--- src/rtl/packed_poly_mac_stream.sv ---
// Packed polynomial multiply stage: holds one A chunk and streams secret chunks against it,
// producing the (2*LANES-1)-term product mod 2^COEF_W through a 2-stage pipeline with backpressure.
module packed_poly_mac_stream #(
  parameter int unsigned DEPTH    = 784,
  parameter int unsigned LANES    = 4,
  parameter int unsigned COEF_W   = 6,
  parameter int unsigned S_W      = 1,
  parameter bit          S_SIGNED = 1'b0,
  parameter int unsigned IDX_W    = 10
) (
  input  logic                            clk_in,
  input  logic                            rst_in,
  input  logic                            a_valid,
  output logic                            a_ready,
  input  logic [IDX_W-1:0]                a_idx,
  input  logic [LANES*COEF_W-1:0]         a_data,
  input  logic                            s_valid,
  output logic                            s_ready,
  input  logic [IDX_W-1:0]                s_idx,
  input  logic [LANES*S_W-1:0]            s_data,
  output logic                            b_valid,
  input  logic                            b_ready,
  output logic [IDX_W:0]                  b_idx,
  output logic [(2*LANES-1)*COEF_W-1:0]   b_data,
  output logic                            b_last
);

  localparam int unsigned      TERMS    = 2*LANES - 1;
  localparam int unsigned      EXT_W    = (COEF_W > S_W) ? COEF_W : S_W;
  localparam logic [IDX_W-1:0] LAST_IDX = IDX_W'(DEPTH - LANES);

  typedef enum logic {IDLE, HOLD} state_t;

  state_t                    state;
  logic [LANES*COEF_W-1:0]   a_q;
  logic [IDX_W-1:0]          a_idx_q;
  logic [COEF_W-1:0]         pp_d [LANES][LANES];
  logic [COEF_W-1:0]         pp_q [LANES][LANES];
  logic [COEF_W-1:0]         c_d  [TERMS];
  logic [TERMS*COEF_W-1:0]   c_packed;
  logic                      v1;
  logic                      last1;
  logic [IDX_W:0]            idx1;
  logic                      advance;
  logic                      a_xfer;
  logic                      s_xfer;
  logic                      s_last;

  // Both stages move together; a full, unaccepted stage 2 freezes the whole pipe.
  assign advance = !b_valid || b_ready;
  assign a_ready = (state == IDLE);
  assign s_ready = (state == HOLD) && advance;
  assign a_xfer  = a_valid && a_ready;
  assign s_xfer  = s_valid && s_ready;
  assign s_last  = (s_idx == LAST_IDX);

  function automatic logic [COEF_W-1:0] ext_s(input logic [S_W-1:0] v);
    logic [EXT_W-1:0] w;
    if (S_SIGNED) w = EXT_W'($signed(v));
    else          w = EXT_W'(v);
    return w[COEF_W-1:0];
  endfunction

  always_comb begin
    for (int unsigned i = 0; i < LANES; i++) begin
      for (int unsigned j = 0; j < LANES; j++) begin
        pp_d[i][j] = a_q[i*COEF_W +: COEF_W] * ext_s(s_data[j*S_W +: S_W]);
      end
    end
  end

  always_comb begin
    for (int unsigned k = 0; k < TERMS; k++) c_d[k] = '0;
    for (int unsigned i = 0; i < LANES; i++) begin
      for (int unsigned j = 0; j < LANES; j++) begin
        c_d[i+j] = c_d[i+j] + pp_q[i][j];
      end
    end
    c_packed = '0;
    for (int unsigned k = 0; k < TERMS; k++) c_packed[k*COEF_W +: COEF_W] = c_d[k];
  end

  always_ff @(posedge clk_in or negedge rst_in) begin
    if (!rst_in) begin
      state   <= IDLE;
      a_q     <= '0;
      a_idx_q <= '0;
      v1      <= 1'b0;
      idx1    <= '0;
      last1   <= 1'b0;
      for (int unsigned i = 0; i < LANES; i++) begin
        for (int unsigned j = 0; j < LANES; j++) pp_q[i][j] <= '0;
      end
      b_valid <= 1'b0;
      b_idx   <= '0;
      b_data  <= '0;
      b_last  <= 1'b0;
    end else begin
      case (state)
        IDLE: if (a_xfer) begin
          a_q     <= a_data;
          a_idx_q <= a_idx;
          state   <= HOLD;
        end
        HOLD: if (s_xfer && s_last) state <= IDLE;
        default: state <= IDLE;
      endcase
      if (advance) begin
        v1 <= s_xfer;
        if (s_xfer) begin
          pp_q  <= pp_d;
          idx1  <= {1'b0, a_idx_q} + {1'b0, s_idx};
          last1 <= s_last;
        end
        b_valid <= v1;
        if (v1) begin
          b_data <= c_packed;
          b_idx  <= idx1;
          b_last <= last1;
        end
      end
    end
  end

endmodule

--- config.mk ---
export PLATFORM = sky130hd
export DESIGN_NAME = packed_poly_mac_stream
export DESIGN_NICKNAME = d
export VERILOG_FILES = /design/src/rtl/packed_poly_mac_stream.sv
export SDC_FILE = /design/constraint.sdc
export NUM_CORES = 1
export LEC_CHECK = 0
export ABC_AREA = 1
export CORE_UTILIZATION = 25
export CTS_BUF_LIST = sky130_fd_sc_hd__clkbuf_8
export CTS_CLUSTER_DIAMETER = 60
export DETAILED_ROUTE_END_ITERATION = 16
export GPL_TIMING_DRIVEN = 0
export SYNTH_ARGS = -nofsm -noshare
export SYNTH_HDL_FRONTEND = slang
export SYNTH_SLANG_ARGS = --single-unit
--- constraint.sdc ---
create_clock -name clk_in -period 5.7 [get_ports clk_in]
set_input_delay 1.425 -clock clk_in [delete_from_list [all_inputs] [get_ports clk_in]]
set_output_delay 1.425 -clock clk_in [all_outputs]
set_load 0.03 [all_outputs]
== Yosys cells after proc, flatten, opt, wreduce, memory -nomap -nowiden ==
Index checks and enable logic that the tools add are counted.
Widths: inputs -> output; s select.
Storage, ports and cells
  bits in registers: 199
  input port bits: 53
  logic and storage cells: 66
  output and inout port bits: 57
Operators by class
  reductions and logical operators: 9
  $mul: 16
  equality and inequality tests: 1
  bitwise gates (word level): 1
  muxes and demuxes: 3
  add/subtract/negate cells: 10
Operators by type and width (number)
  $mul 6x1->6: 16
  $add 6x6->6: 9
  $add 10x10->11: 1
  $eq 10x10->1 const B: 1
  $reduce_and 2->1: 3
  $logic_and 1x1->1: 4
  $mux 1: 2
  $pmux 1 s2: 1
  $logic_not 1->1: 1
  $logic_or 1x1->1: 1
  $not 1->1: 1

== Logic depth before layout (Yosys ltp) ==
Gate-level depths: netlist of run 1.
  depth in word-level cells: 7
  gate-level depth with buffers: 13
  gate-level depth less buffers: 13

== Worst setup path before layout of run 1 ==
OpenSTA, ideal clock, no wires.
  kind: input port to output port
  start: input port b_ready
  end: output port s_ready
  data arrival time: 1.648 ns
  slack: 2.627 ns
  stages: 2
  cell sequence: nor2_4 > nor2_4
On the way
  word-level cells in the longest chain between the ends: 2
RTL lines
  start: declaration: line 22  | input logic b_ready,
  $logic_or 1x1->1: line 50  | assign advance = !b_valid || b_ready;
  $logic_and 1x1->1: line 52  | assign s_ready = (state == HOLD) && advance;
  end: declaration: line 18  | output logic s_ready,
Every way passes these cells.

== Worst setup path after layout of run 1 ==
Same ends and word-level chain as after synthesis.

==> results.json, run 1 <==
{
  "grt_overflow_total": 0,
  "num_antenna_cells": 0,
  "seq_area_mm2": 0.00498,
  "final_cell_mix": "290 x nand2_1, 199 x dfrtp_1, 109 x o21ai_0, 108 x clkdlybuf4s50_1, 82 x inv_1",
  "layout_commonest_cell": "nand2_1",
  "initial_core_util_pct": 25.6,
  "path_class": "input port to output port",
  "drt_wl_total_mm": 26.6,
  "synth.area.top_cells": "dfrtp_1 53%, nand2_1 12%, o21ai_0 5.8%",
  "cts_buffer_depth": 2,
  "syn-instance-count": 997,
  "cts_tree": "done",
  "clock_latency_ns": 0.48,
  "drtIter0Drc": 425,
  "powerDensity_mw_per_mm2": 484,
  "finalCoreUtilization_pct": 31.5,
  "grt_pass1_wl_mm": 41.8,
  "finClkSkew_ns": 0.0127,
  "syn_area_mm2": 0.00946,
  "vias_per_cell": 4.41,
  "status": "finished clean",
  "worstSetupEndpointType": "output port",
  "grt.met2_usage_pct": 23.4,
  "yosysWarningCount": 0,
  "holdBufCountCts": 0,
  "cts.htree.levels": 4,
  "grt_antenna_before_repair": 0,
  "p_seq_share_pct": 40.3,
  "core_mm2": 0.0370,
  "die_w_um": 197,
  "min_from": "v1",
  "crit_fanout": 3,
  "grt_usage_pct": 14.3,
  "yosysSeqAreaShare_pct": 52.6,
  "slew_headroom_pct": 45.1,
  "drc": 0,
  "die_y_um": 197,
  "start_kind": "input port",
  "rsz0062_at_grt": "false",
  "drtPass1Iterations": 5,
  "r2r_setup_slack_ns": 2.88,
  "dp_cells": 1611,
  "cts_setup_buffers": 0,
  "synth_area_per_cell_um2": 9.49,
  "drv_cap": 0,
  "wl_per_cell_um": 16.2,
  "io-pin-count": 110,
  "routed-via-count": 7239,
  "synth_top_area_share_pct": 52.6,
  "required_ns": 4.28,
  "fin_cells": 1643,
  "worst_pin_slew_ns": 0.824,
  "swShare_pct": 41.1,
  "cts_resized": 0,
  "setup_viol": 0,
  "io_buffer_count": 109,
  "nets": 1237,
  "drtAntennaViolNets": 0,
  "holdPathStages": 2,
  "p_int_mw": 3.32,
  "p_leak_nw": 5.37,
  "cp.arrival_ns": 2.75,
  "cts-root-buf": "clkbuf_8",
  "synth_top_area_cell": "dfrtp_1",
  "grt_max_degree": 117,
  "finalCritPeriodShare_pct": 73.2,
  "path_clk_slew_ns": 0.10,
  "nFillCells": 3944,
  "min-delay-path-class": "register to register",
  "drive_gt1_share_pct": 9.48,
  "grt_pass1_vias": 7333,
  "syn-num-nets": 1108,
  "place_hpwl_mm": 19.7,
  "ir_drop_mv": 0.200,
  "pwr-share-clk_pct": 17.8,
  "gr-usage-met1_pct": 19.0,
  "hold_viol_final": 0,
  "fin_crit_ns": 4.17,
  "clkSinkCount": 199,
  "worstReg2RegStart": "pp_q[19]",
  "dieArea_mm2": 0.0386,
  "fmaxAchievable_mhz": 240,
  "multi_input_area_mm2": 0.00392,
  "combPwrFrac_pct": 42.0,
  "r2r_end": "b_data[23]",
  "use_met3_pct": 2.94,
  "synth.distinct_cells": 26,
  "cts_buffers": 17,
  "area_delta_synth_final_pct": 23.1,
  "core.rowCount": 70,
  "net-switching-power_mw": 2.32,
  "top_usage_layer": "met2",
  "synth-seq-cells": 199,
  "ff2ff_path_depth": 12,
  "gp_congestion": 0.861,
  "min_to": "b_valid",
  "drv_slew": 0
}
## cell type report
type | instances | area share [%]
sequential | 199 | 42.7
clock buffer | 18 | 2.13
multi-input combinational | 668 | 33.7
buffer | 45 | 2.08
inverter | 85 | 2.74
clock inverter | 14 | 1.60
timing repair buffer | 110 | 9.64
tap | 504 | 5.41
## kinds of logic (layout without fill, tap and decap cells)
group / Yosys count / in the layout / synth area share [%]
adder cells (fa/ha/maj): 58 / 58 / 9.65
XOR/XNOR: 21 / 21 / 1.94
buffers and inverters: 130 / 272 / 5.94
flip-flops: 199 / 199 / 52.6
multiplexers: 34 / 34 / 4.05
AND/OR/NAND/NOR: 393 / 393 / 17.0
AO/OA/AOI/OAI: 162 / 162 / 8.78
## stage by stage
step | power, mW | hold WS (ns) | setup slack [ns] | area [um2] | setup TNS, ns
after global placement | 4.65 | 0.448 | -5.17 | 11200 | -1026.20
after CTS | 5.72 | 0.480 | 1.52 | 11700 | 0
after detailed placement | 4.70 | 0.453 | 1.52 | 11200 | 0
after floorplan | 3.73 | 0.431 | 2.63 | 9460 | 0
after global routing | 6.08 | 0.506 | 1.48 | 11700 | 0
final | 5.64 | 0.479 | 1.53 | 11700 | 0
## sequential cells by signal (all words and copies together), names as in the netlist
name and flops:
last1 1, pp_q 96, b_last 1, idx1 11, b_valid 1, b_data 42, a_q 24, a_idx_q 10
v1 1, state 1, b_idx 11
## cells in the mapped netlist (all sizes together)
library cell and count:
a21oi 14, buf 30, clkbuf 15, dfrtp 199, fa 25, ha 33
inv 85, mux2 34, nand2 292, nand2b 2, nand3 71, nand3b 2
nand4 6, nor2 20, o21ai 144, o21bai 3, o22ai 1, xnor2 15
xor2 6
## worst max path at each step
stage                 start    endpoint  slack (ns)  depth (start not counted)
global placement     rst_in  b_data[14]       -5.17                          1
floorplan           b_ready     s_ready        2.63                          2
finish              b_ready     s_ready        1.53                          4
CTS                 b_ready     s_ready        1.52                          4
detailed placement  b_ready     s_ready        1.52                          4
global route        b_ready     s_ready        1.48                          4
## power by group through the flow
stage | combinational (mW) | sequential (mW) | clock, mW
after floorplan | 1.24 | 2.49 | 0
after global placement | 2.35 | 2.30 | 0
after detailed placement | 2.39 | 2.30 | 0
after CTS | 2.41 | 2.28 | 1.03
after global routing | 2.67 | 2.33 | 1.08
final | 2.37 | 2.27 | 1.00
## critical path: stages
cell             delay, ns
clkdlybuf4s50_1       0.50
nor2_4                0.06
nor2_4                0.09
clkdlybuf4s50_1       0.67
## routing by layer
metal  part of all wire, %  wire [um]  vias to the layer above
met5                     0          0                        -
met4                   1.4        365                        0
met3                   5.4       1450                       19
met2                    47      12600                      163
met1                    46      12200                     3567
li1                      -          -                     3490
Power figures use the tool's default switching activity.
==> run 2, diff against run 1 <==
- clock period: 5.7 -> 4 ns (I/O delays scaled with it)
==> results of run 2 <==
Same layout as run 1 (identical final DEF). Status: finished clean.
Among the figures that moved: setup slack after placement 1.52 ns -> 0.672 ns; clock-pin slew on the worst setup and hold paths 0.10 ns -> 0.09 ns; setup slack after layout 1.53 ns -> 0.677 ns; hold slack 0.479 ns -> 0.477 ns; register-to-register setup slack 2.88 ns -> 1.18 ns; total power 5.64 mW -> 8.04 mW; worst IR drop on VDD 0.200 mV -> 0.285 mV
